`config.mk`:
```
export PLATFORM = sky130hd
export DESIGN_NAME = issueque_int_flat
export DESIGN_NICKNAME = d
export VERILOG_FILES = /design/src/rtl/issueque_int_if.sv /design/src/rtl/issueque_int.sv /design/src/flat_wrapper.sv
export SDC_FILE = /design/constraint.sdc
export NUM_CORES = 1
export LEC_CHECK = 0
export CAP_MARGIN = 20
export CORE_ASPECT_RATIO = 1.25
export CORE_MARGIN = 1.5
export CORE_UTILIZATION = 31
export CTS_BUF_LIST = sky130_fd_sc_hd__clkbuf_2
export CTS_CLUSTER_SIZE = 25
export DETAILED_ROUTE_END_ITERATION = 7
export DONT_BUFFER_PORTS = 1
export GPL_TIMING_DRIVEN = 0
export PLACE_DENSITY = 0.46
export SLEW_MARGIN = 30
export SYNTH_ARGS = -nofsm -noshare
export SYNTH_HDL_FRONTEND = slang
export SYNTH_SLANG_ARGS = --single-unit
```
`constraint.sdc`:
```
create_clock -name clk -period 4.6 [get_ports clk]
set_input_delay 0.92 -clock clk [delete_from_list [all_inputs] [get_ports clk]]
set_output_delay 0.92 -clock clk [all_outputs]
set_load 0.005 [all_outputs]
```
`src/rtl/issueque_int_if.sv`:
```
// Dispatch, CDB and issue signals of the integer issue queue.
// The slave modport is the queue side; master is the dispatch/CDB/issue-unit side.
interface issueque_int_if #(
    parameter int TAGW = 6
);
    logic [15:0]     equeue_imm;
    logic [TAGW-1:0] equeue_rdtag;
    logic [TAGW-1:0] equeue_rstag;
    logic [TAGW-1:0] equeue_rttag;
    logic [31:0]     equeue_rsdata;
    logic [31:0]     equeue_rtdata;
    logic            equeue_rsvalid;
    logic            equeue_rtvalid;
    logic [2:0]      equeueint_opcode;
    logic            equeueint_en;
    logic            equeueint_ready;
    logic [TAGW-1:0] cdb_tag;
    logic [31:0]     cdb_data;
    logic            cdb_valid;
    logic            issue_req;
    logic            issue_grant;
    logic [2:0]      issue_opcode;
    logic [31:0]     issue_rsdata;
    logic [31:0]     issue_rtdata;
    logic [TAGW-1:0] issue_rdtag;
    logic [15:0]     issue_imm;
    logic [3:0]      count;

    modport slave (
        input  equeue_imm, equeue_rdtag, equeue_rstag, equeue_rttag,
        input  equeue_rsdata, equeue_rtdata, equeue_rsvalid, equeue_rtvalid,
        input  equeueint_opcode, equeueint_en,
        output equeueint_ready,
        input  cdb_tag, cdb_data, cdb_valid,
        output issue_req,
        input  issue_grant,
        output issue_opcode, issue_rsdata, issue_rtdata, issue_rdtag, issue_imm,
        output count
    );

    modport master (
        output equeue_imm, equeue_rdtag, equeue_rstag, equeue_rttag,
        output equeue_rsdata, equeue_rtdata, equeue_rsvalid, equeue_rtvalid,
        output equeueint_opcode, equeueint_en,
        input  equeueint_ready,
        output cdb_tag, cdb_data, cdb_valid,
        input  issue_req,
        output issue_grant,
        input  issue_opcode, issue_rsdata, issue_rtdata, issue_rdtag, issue_imm,
        input  count
    );
endinterface

```
`src/rtl/issueque_int.sv`:
```
// Collapsing integer issue queue: index 0 is oldest, operands wake from the CDB,
// and the oldest fully-ready entry is offered to the issue unit each cycle.
module issueque_int #(
    parameter int DEPTH = 4,
    parameter int TAGW  = 6
) (
    input  logic           clk,
    input  logic           reset,
    issueque_int_if.slave  bus
);
    typedef struct packed {
        logic            valid;
        logic [2:0]      opcode;
        logic [TAGW-1:0] rdtag;
        logic [15:0]     imm;
        logic [TAGW-1:0] rstag;
        logic [31:0]     rsdata;
        logic            rsvalid;
        logic [TAGW-1:0] rttag;
        logic [31:0]     rtdata;
        logic            rtvalid;
    } entry_t;

    entry_t     ent_q [DEPTH];
    entry_t     ent_d [DEPTH];
    entry_t     woken [DEPTH+1];
    entry_t     incoming;
    logic [3:0] count_q;
    logic [3:0] count_d;
    logic [3:0] sel_idx;
    logic [3:0] wr_idx;
    logic       sel_found;
    logic       ready;
    logic       do_issue;
    logic       do_write;

    logic [DEPTH-1:0] rdy;
    logic [DEPTH-1:0] rs_hit;
    logic [DEPTH-1:0] rt_hit;

    genvar gi;
    generate
        for (gi = 0; gi < DEPTH; gi++) begin : g_match
            assign rdy[gi]    = ent_q[gi].valid & ent_q[gi].rsvalid & ent_q[gi].rtvalid;
            assign rs_hit[gi] = ent_q[gi].valid & ~ent_q[gi].rsvalid & bus.cdb_valid &
                                (ent_q[gi].rstag == bus.cdb_tag);
            assign rt_hit[gi] = ent_q[gi].valid & ~ent_q[gi].rtvalid & bus.cdb_valid &
                                (ent_q[gi].rttag == bus.cdb_tag);
        end
    endgenerate

    assign ready                = (count_q < 4'(DEPTH));
    assign bus.equeueint_ready  = ready;
    assign bus.count            = count_q;

    // Selection looks only at registered readiness, so a fresh wakeup waits a cycle.
    always_comb begin
        sel_found = 1'b0;
        sel_idx   = '0;
        for (int i = DEPTH - 1; i >= 0; i--) begin
            if (rdy[i]) begin
                sel_found = 1'b1;
                sel_idx   = 4'(i);
            end
        end
    end

    always_comb begin
        bus.issue_req    = sel_found;
        bus.issue_opcode = '0;
        bus.issue_rsdata = '0;
        bus.issue_rtdata = '0;
        bus.issue_rdtag  = '0;
        bus.issue_imm    = '0;
        for (int i = 0; i < DEPTH; i++) begin
            if (sel_found && sel_idx == 4'(i)) begin
                bus.issue_opcode = ent_q[i].opcode;
                bus.issue_rsdata = ent_q[i].rsdata;
                bus.issue_rtdata = ent_q[i].rtdata;
                bus.issue_rdtag  = ent_q[i].rdtag;
                bus.issue_imm    = ent_q[i].imm;
            end
        end
    end

    assign do_issue = sel_found & bus.issue_grant;
    assign do_write = bus.equeueint_en & ready;
    assign wr_idx   = do_issue ? (count_q - 4'd1) : count_q;

    always_comb begin
        incoming         = '0;
        incoming.valid   = 1'b1;
        incoming.opcode  = bus.equeueint_opcode;
        incoming.rdtag   = bus.equeue_rdtag;
        incoming.imm     = bus.equeue_imm;
        incoming.rstag   = bus.equeue_rstag;
        incoming.rsdata  = bus.equeue_rsdata;
        incoming.rsvalid = bus.equeue_rsvalid;
        incoming.rttag   = bus.equeue_rttag;
        incoming.rtdata  = bus.equeue_rtdata;
        incoming.rtvalid = bus.equeue_rtvalid;
        if (!bus.equeue_rsvalid && bus.cdb_valid && bus.equeue_rstag == bus.cdb_tag) begin
            incoming.rsdata  = bus.cdb_data;
            incoming.rsvalid = 1'b1;
        end
        if (!bus.equeue_rtvalid && bus.cdb_valid && bus.equeue_rttag == bus.cdb_tag) begin
            incoming.rtdata  = bus.cdb_data;
            incoming.rtvalid = 1'b1;
        end
    end

    // Wakeup first, then collapse over the removed slot, then place the new entry.
    always_comb begin
        woken[DEPTH] = '0;
        for (int i = 0; i < DEPTH; i++) begin
            woken[i] = ent_q[i];
            if (rs_hit[i]) begin
                woken[i].rsdata  = bus.cdb_data;
                woken[i].rsvalid = 1'b1;
            end
            if (rt_hit[i]) begin
                woken[i].rtdata  = bus.cdb_data;
                woken[i].rtvalid = 1'b1;
            end
        end
        for (int i = 0; i < DEPTH; i++) begin
            ent_d[i] = (do_issue && 4'(i) >= sel_idx) ? woken[i+1] : woken[i];
            if (do_write && wr_idx == 4'(i)) begin
                ent_d[i] = incoming;
            end
        end
    end

    always_comb begin
        count_d = count_q;
        if (do_write && !do_issue) begin
            count_d = count_q + 4'd1;
        end else if (do_issue && !do_write) begin
            count_d = count_q - 4'd1;
        end
    end

    always_ff @(posedge clk or negedge reset) begin
        if (!reset) begin
            count_q <= '0;
            for (int i = 0; i < DEPTH; i++) begin
                ent_q[i] <= '0;
            end
        end else begin
            count_q <= count_d;
            for (int i = 0; i < DEPTH; i++) begin
                ent_q[i] <= ent_d[i];
            end
        end
    end
endmodule
```
`src/flat_wrapper.sv`:
```
// flat-port wrapper written by rule: the top's interface ports become plain ports
module issueque_int_flat 
#(
    parameter int DEPTH = 4,
    parameter int TAGW  = 6
)
  (clk, reset, bus_equeue_imm, bus_equeue_rdtag, bus_equeue_rstag, bus_equeue_rttag, bus_equeue_rsdata, bus_equeue_rtdata, bus_equeue_rsvalid, bus_equeue_rtvalid, bus_equeueint_opcode, bus_equeueint_en, bus_equeueint_ready, bus_cdb_tag, bus_cdb_data, bus_cdb_valid, bus_issue_req, bus_issue_grant, bus_issue_opcode, bus_issue_rsdata, bus_issue_rtdata, bus_issue_rdtag, bus_issue_imm, bus_count);
  issueque_int_if #(.TAGW(TAGW)) bus_i ();
  input  logic clk;
  input  logic reset;
  input wire logic [$bits(bus_i.equeue_imm)-1:0] bus_equeue_imm;
  input wire logic [$bits(bus_i.equeue_rdtag)-1:0] bus_equeue_rdtag;
  input wire logic [$bits(bus_i.equeue_rstag)-1:0] bus_equeue_rstag;
  input wire logic [$bits(bus_i.equeue_rttag)-1:0] bus_equeue_rttag;
  input wire logic [$bits(bus_i.equeue_rsdata)-1:0] bus_equeue_rsdata;
  input wire logic [$bits(bus_i.equeue_rtdata)-1:0] bus_equeue_rtdata;
  input wire logic [$bits(bus_i.equeue_rsvalid)-1:0] bus_equeue_rsvalid;
  input wire logic [$bits(bus_i.equeue_rtvalid)-1:0] bus_equeue_rtvalid;
  input wire logic [$bits(bus_i.equeueint_opcode)-1:0] bus_equeueint_opcode;
  input wire logic [$bits(bus_i.equeueint_en)-1:0] bus_equeueint_en;
  output wire logic [$bits(bus_i.equeueint_ready)-1:0] bus_equeueint_ready;
  input wire logic [$bits(bus_i.cdb_tag)-1:0] bus_cdb_tag;
  input wire logic [$bits(bus_i.cdb_data)-1:0] bus_cdb_data;
  input wire logic [$bits(bus_i.cdb_valid)-1:0] bus_cdb_valid;
  output wire logic [$bits(bus_i.issue_req)-1:0] bus_issue_req;
  input wire logic [$bits(bus_i.issue_grant)-1:0] bus_issue_grant;
  output wire logic [$bits(bus_i.issue_opcode)-1:0] bus_issue_opcode;
  output wire logic [$bits(bus_i.issue_rsdata)-1:0] bus_issue_rsdata;
  output wire logic [$bits(bus_i.issue_rtdata)-1:0] bus_issue_rtdata;
  output wire logic [$bits(bus_i.issue_rdtag)-1:0] bus_issue_rdtag;
  output wire logic [$bits(bus_i.issue_imm)-1:0] bus_issue_imm;
  output wire logic [$bits(bus_i.count)-1:0] bus_count;
  assign bus_i.equeue_imm = bus_equeue_imm;
  assign bus_i.equeue_rdtag = bus_equeue_rdtag;
  assign bus_i.equeue_rstag = bus_equeue_rstag;
  assign bus_i.equeue_rttag = bus_equeue_rttag;
  assign bus_i.equeue_rsdata = bus_equeue_rsdata;
  assign bus_i.equeue_rtdata = bus_equeue_rtdata;
  assign bus_i.equeue_rsvalid = bus_equeue_rsvalid;
  assign bus_i.equeue_rtvalid = bus_equeue_rtvalid;
  assign bus_i.equeueint_opcode = bus_equeueint_opcode;
  assign bus_i.equeueint_en = bus_equeueint_en;
  assign bus_equeueint_ready = bus_i.equeueint_ready;
  assign bus_i.cdb_tag = bus_cdb_tag;
  assign bus_i.cdb_data = bus_cdb_data;
  assign bus_i.cdb_valid = bus_cdb_valid;
  assign bus_issue_req = bus_i.issue_req;
  assign bus_i.issue_grant = bus_issue_grant;
  assign bus_issue_opcode = bus_i.issue_opcode;
  assign bus_issue_rsdata = bus_i.issue_rsdata;
  assign bus_issue_rtdata = bus_i.issue_rtdata;
  assign bus_issue_rdtag = bus_i.issue_rdtag;
  assign bus_issue_imm = bus_i.issue_imm;
  assign bus_count = bus_i.count;
  issueque_int #(.DEPTH(DEPTH), .TAGW(TAGW)) u_core (.clk(clk), .reset(reset), .bus(bus_i));
endmodule
```
==> results of run 1 <==
cells by family after synthesis:
| group | after synthesis | share of synthesized area (%) |
|---|---|---|
| AO/OA/AOI/OAI | 1095 | 31.2 |
| XOR/XNOR | 64 | 2.14 |
| adder cells (fa/ha/maj) | 3 | 0.143 |
| buffers and inverters | 402 | 6.71 |
| flip-flops | 420 | 40.2 |
| multiplexers | 147 | 5.82 |
| AND/OR/NAND/NOR | 772 | 13.8 |
through the flow:
step           cells  hold slack (ps)  TNS, ps  instance area (µm²)  setup WS (ps)
2_1_floorplan   2903              466        0                26200           1700
6_report        4315             -759        0                30400           50.5
3_3_place_gp    3983              490   -20200                27500           -401
5_1_grt         4315             -782    -61.0                30400          -27.5
4_1_cts         4309             -835    -5.87                30300          -3.58
3_5_place_dp    3988              495        0                27600           76.6
worst max path at each step:
| stage | startpoint | end | cells past startpoint |
|---|---|---|---|
| 2_1_floorplan | u_core.ent_q[208]$_DFF_PN0_ | bus_issue_imm[10] | 7 |
| 3_3_place_gp | bus_cdb_valid | u_core.ent_q[128]$_DFF_PN0_ | 7 |
| 3_5_place_dp | u_core.ent_q[415]$_DFFE_PN0P_ | bus_issue_imm[14] | 9 |
| 4_1_cts | u_core.ent_q[415]$_DFFE_PN0P_ | bus_issue_rsdata[11] | 7 |
| 5_1_grt | u_core.ent_q[415]$_DFFE_PN0P_ | bus_issue_rtdata[1] | 7 |
| 6_report | u_core.ent_q[415]$_DFFE_PN0P_ | bus_issue_rtdata[2] | 7 |
per-layer routing:
metal	vias to the layer above	wire, µm
met5	-	69
li1	11800	-
met4	12	8720
met2	2078	65900
met3	568	15200
met1	14200	53200
where the power goes:
group          switching (W)  internal (W)
registers            0.00132       0.00529
clock network        0.00189       0.00104
logic                0.00574       0.00324
registers in the layout, summed over array words and instances (netlist names):
name	count
u_core.bus.count	4
u_core.ent_q	416
layout make-up:
type / count / area [µm²] / area share, %
buffer: 359 / 1760 / 5.78
timing repair buffer: 121 / 1190 / 3.92
multi-input combinational: 2081 / 14400 / 47.3
clock buffer: 177 / 886 / 2.92
antenna: 4 / 10.0 / 0.0330
clock inverter: 31 / 138 / 0.453
inverter: 42 / 158 / 0.519
sequential: 420 / 10500 / 34.6
tap: 1080 / 1350 / 4.45
repair_timing:
action / CTS / global route
endpoints found under the setup margin: 89 / 35
buffers inserted: 2 / 0
gates resized for setup: 149 / 27
pin swaps: 4 / 3
hold endpoints to repair: 702 / 420
synth_stat cells, types with 43 or more instances:
cell type	count	area, µm²
clkbuf_1	242	908
o211ai_1	65	488
a222oi_1	89	891
o22ai_1	193	1210
a21oi_1	223	1120
nor2_1	198	743
a21boi_0	56	420
nand2_1	203	762
nor3_1	137	686
mux2i_1	108	1080
and3_1	76	475
o221ai_1	64	561
a221oi_1	64	561
o31ai_1	141	1060
nand3_1	54	270
dfrtp_1	420	10500
o21ai_0	43	215
buf_2	50	250
nand4_1	69	432
==> impl_metrics.py, run 1 <==
metrics = {
    "worst_setup_path": {
        "critPathMaxStageDelay_ps": 600,
        "reg2regPathDepth": 8,
        "path_max_fanout": 10,
        "cp-start-kind": "register",
        "cp_data_arrival_time_ps": 3630,
        "worstPathRequired_ps": 3680,
        "cp_num_buf_inv": 3,
        "crit_chain": "and3_1 > buf_6 > nor2_4 > buf_4 > clkbuf_1 > a222oi_1 > a21oi_4",
        "crit_type": "register to output pin",
        "crit_family": "buffers and inverters",
        "r2r_slack_ps": 200,
        "crit_slowest_cell": "clkbuf_1",
        "end_kind": "output pin",
        "r2r-end": "u_core.ent_q[57]$_DFF_PN0_",
        "r2r-start": "u_core.bus.count[2]$_DFFE_PN0P_",
    },
    "finish": {
        "nNetsFinal": 3292,
        "mostFrequentLayoutCell": "dfrtp_1",
        "mostFrequentLayoutCells": "dfrtp_1 (420), nand2_1 (202), clkbuf_2 (201)",
        "synthToLayoutAreaGrowth_pct": 16.1,
        "nFillCells": 8713,
        "utilization_pct": 36.5,
        "post_route_cells_drive_above_1_share_pct": 15.4,
    },
    "grt": {
        "grt_max_degree": 421,
        "gr-total-overflow": 0,
        "antenna_found_initial": 10,
        "grt_use_met1_pct": 38.7,
        "use_met2_pct": 51.7,
        "track_usage_pct": 32.2,
        "grt_pass1_wl_mm": 205,
        "grt-busiest-layer": "met2",
        "grt.met3_usage_pct": 8.87,
        "grt_pass1_vias": 28800,
    },
    "drt": {
        "drc": 7,
        "vias_per_cell": 6.63,
        "drt-total-wl_mm": 143,
        "antenna_left": 0,
        "wl_per_cell_um": 33.2,
        "drt_pass1_iterations": 8,
        "drt-initial-drc-count": 4216,
        "vias": 28600,
    },
    "floorplanning": {
        "die_w_um": 263,
        "fp.coreArea_um2": 83300,
        "start_util_pct": 31.4,
        "ioPinCount": 241,
        "die_height_um": 328,
        "die-area_um2": 86200,
        "core.rowCount": 118,
    },
    "clock_network": {
        "postCtsHoldBufs": 112,
        "htreeDepth": 3,
        "cts_buffer_depth": 3,
        "clkSinkCount": 420,
        "cts_tree": "built",
        "clk-insertion-delay-late_ps": 1400,
        "clkTransAtPathRegs_ps": 110,
        "cts_made_buffers": 118,
        "cts_root_buf": "clkbuf_2",
    },
    "sta": {
        "tightest_slew_ps": 1300,
        "min_period_over_period_pct": 98.9,
        "rsz0062_at_grt": "yes",
        "max_freq_ghz": 0.220,
        "min_period_ps": 4550,
        "setup_viol": 0,
        "whs_ps": -759,
        "hold_violations": 420,
        "skew_ps": 165,
        "slew_headroom_pct": 13.2,
        "drv_slew": 0,
    },
    "synthesis": {
        "ys_ff_latch": 420,
        "synth_cells": 2903,
        "synth_ff_type": "dfrtp_1",
        "seq_area_frac_synth_pct": 40.2,
        "synth-edff-count": 0,
        "async_reset_ff_share_pct": 100,
        "ys_warn_count": 0,
        "avgSynthCellArea_um2": 9.01,
        "synth.net_count": 3052,
        "synth_area_um2": 26200,
        "synth_cell_type_count": 58,
    },
    "worst_hold_path": {
        "hold_path.class": "input port to async pin",
    },
    "run_status": {
        "status": "finished with violations",
        "violations": "DRC, hold timing",
    },
    "pwr": {
        "peakVddDrop_v": 0.000269,
        "p_leak_nw": 13.0,
        "p_per_area_nw_per_um2": 609,
        "power.total_w": 0.0185,
    },
    "placement": {
        "io_buffer_count": 0,
        "dp_hpwl_mm": 97.4,
        "gp_congestion": 0.951,
    },
    "run": {
        "maxCapViolCount": 0,
    },
}
No activity file was read; power rests on OpenSTA's default activity.
==> run 2: changes to the inputs <==
--- a/config.mk
+++ b/config.mk
@@ -19,3 +19,4 @@
 export SYNTH_ARGS = -nofsm -noshare
 export SYNTH_HDL_FRONTEND = slang
 export SYNTH_SLANG_ARGS = --single-unit
+export TNS_END_PERCENT = 30
==> impl_metrics.py, run 2 (synthesis results as in run 1) <==
metrics = {
    "sta": {
        "max_freq_ghz": 0.221,
        "min_period_over_period_pct": 98.3,
        "postLayoutSetupSlackWorst_ps": 76.2,
        "hold_violations": 420,
        "tightest_slew_ps": 1090,
        "whs_ps": -756,
        "rsz0062_at_grt": "yes",
        "skew_ps": 163,
        "setup_viol": 0,
        "slew_headroom_pct": 27.4,
        "min_period_ps": 4520,
        "drv_slew": 0,
    },
    "worst_setup_path": {
        "path_max_fanout": 10,
        "crit_type": "register to output pin",
        "crit_slowest_cell": "a222oi_1",
        "critPathMaxStageDelay_ps": 520,
        "end_kind": "output pin",
        "crit_chain": "and3_1 > buf_6 > clkbuf_4 > clkbuf_8 > clkbuf_2 > a222oi_1 > a21oi_4",
        "cp_data_arrival_time_ps": 3600,
        "cp-start-kind": "register",
        "worstPathRequired_ps": 3680,
    },
    "grt": {
        "grt_pass1_vias": 28800,
        "grt_pass1_wl_mm": 205,
        "grt_max_degree": 421,
        "antenna_found_initial": 10,
        "track_usage_pct": 32.2,
        "gr-total-overflow": 0,
    },
    "pwr": {
        "peakVddDrop_v": 0.000246,
        "p_per_area_nw_per_um2": 610,
        "p_leak_nw": 13.0,
    },
    "floorplanning": {
        "ioPinCount": 241,
        "fp.coreArea_um2": 83300,
        "core.rowCount": 118,
        "start_util_pct": 31.4,
        "die_height_um": 328,
        "die-area_um2": 86200,
        "die_w_um": 263,
    },
    "drt": {
        "drt_pass1_iterations": 8,
        "vias": 28600,
        "vias_per_cell": 6.64,
        "drt-total-wl_mm": 143,
        "drc": 5,
        "drt-initial-drc-count": 4367,
        "wl_per_cell_um": 33.1,
        "antenna_left": 0,
    },
    "finish": {
        "multi_input_area_um2": 14300,
        "nNetsFinal": 3291,
        "regArea_um2": 10500,
        "top_register": "u_core.ent_q",
        "utilization_pct": 36.5,
        "stdcell_count": 4317,
        "mostFrequentLayoutCells": "dfrtp_1 (420), nand2_1 (202), clkbuf_2 (201)",
        "nFillCells": 8717,
        "largest_reg_flops": 416,
        "post_route_cells_drive_above_1_share_pct": 15.1,
        "mostFrequentLayoutCell": "dfrtp_1",
        "synthToLayoutAreaGrowth_pct": 16.1,
    },
    "run": {
        "maxCapViolCount": 0,
    },
    "clock_network": {
        "cts_made_buffers": 118,
        "clk-insertion-delay-late_ps": 1400,
        "postCtsHoldBufs": 112,
        "cts_tree": "built",
        "htreeDepth": 3,
        "clkSinkCount": 420,
        "cts_root_buf": "clkbuf_2",
        "clkTransAtPathRegs_ps": 100,
        "cts_buffer_depth": 3,
    },
    "run_status": {
        "status": "finished with violations",
        "violations": "DRC, hold timing",
    },
    "placement": {
        "dpl.cell_count": 3988,
        "gp_congestion": 0.951,
        "io_buffer_count": 0,
        "dp_hpwl_mm": 97.4,
        "place_ws_ps": 76.6,
    },
    "worst_hold_path": {
        "hold_path.class": "input port to async pin",
    },
}
==> run 2: cell count changes in the layout (fill, tap and decap cells not counted), sizes merged <==
cell,delta
buf,-1
diode,+3
==> run 2: metal layers <==
layer | wire length [µm] | vias to the layer above | GRT usage, % | part of all wire [%]
li1 | - | 11700 | - | -
met1 | 53100 | 14200 | 38.6 | 37
met2 | 65800 | 2148 | 51.6 | 46
met3 | 15300 | 560 | 8.84 | 11
met4 | 8730 | 12 | 19.3 | 6.1
met5 | 80 | - | 0 | 0.056
==> run 2: worst max-delay path, delay by kind of cell (launching register included) <==
family / cells / cell delay, ps
AND/OR/NAND/NOR: 1 / 200
flip-flops: 1 / 440
AO/OA/AOI/OAI: 2 / 690
buffers and inverters: 4 / 920
==> run 2: worst paths after layout <==
check / cells after the start / to / from / slack [ps]
setup / recovery: 7 / bus_issue_rtdata[1] / u_core.ent_q[415]$_DFFE_PN0P_ / 80
setup reg to reg: 8 / u_core.ent_q[57]$_DFF_PN0_ / u_core.bus.count[2]$_DFFE_PN0P_ / 240
hold / removal: 0 / u_core.ent_q[376]$_DFFE_PN0P_ / reset / -760
hold reg to reg: 2 / u_core.ent_q[347]$_DFFE_PN0P_ / u_core.ent_q[243]$_DFFE_PN0P_ / 490
min in group clk: 3 / u_core.ent_q[223]$_DFF_PN0_ / bus_cdb_data[14] / 110
max in group asynchronous: 0 / u_core.bus.count[1]$_DFFE_PN0P_ / reset / 4350
==> run 2: final cells by class <==
cell class,count,area share [%]
flip-flops and latches,420,34.6
multi-input cells,2081,47.2
clock inverters,31,0.453
clock buffers,177,2.92
repair buffers,120,3.98
plain buffers,359,5.79
diodes,7,0.0577
well taps,1080,4.45
inverters,42,0.519
==> run 2: metrics by stage <==
stage	total power, W	instance area, µm²	TNS (ps)	hold WS, ps
after floorplan	0.0117	26200	0	466
after global placement	0.0146	27500	-20200	490
after detailed placement	0.0149	27600	0	495
after CTS	0.0182	30200	-9.40	-835
after global routing	0.0193	30400	-401	-785
final	0.0185	30400	0	-756
==> run 2: power breakdown <==
group	internal, W	leakage (nW)	switching (W)
Sequential	0.00529	5.29	0.00132
Combinational	0.00325	6.95	0.00573
Clock	0.00104	0.803	0.00189
==> run 2: what timing repair did <==
action | 4_1_cts | 5_1_grt
setup buffers | 0 | 2
hold endpoints to repair | 702 | 420
endpoints found under the setup margin | 89 | 39
pin swaps | 4 | 4
resized for setup | 150 | 18
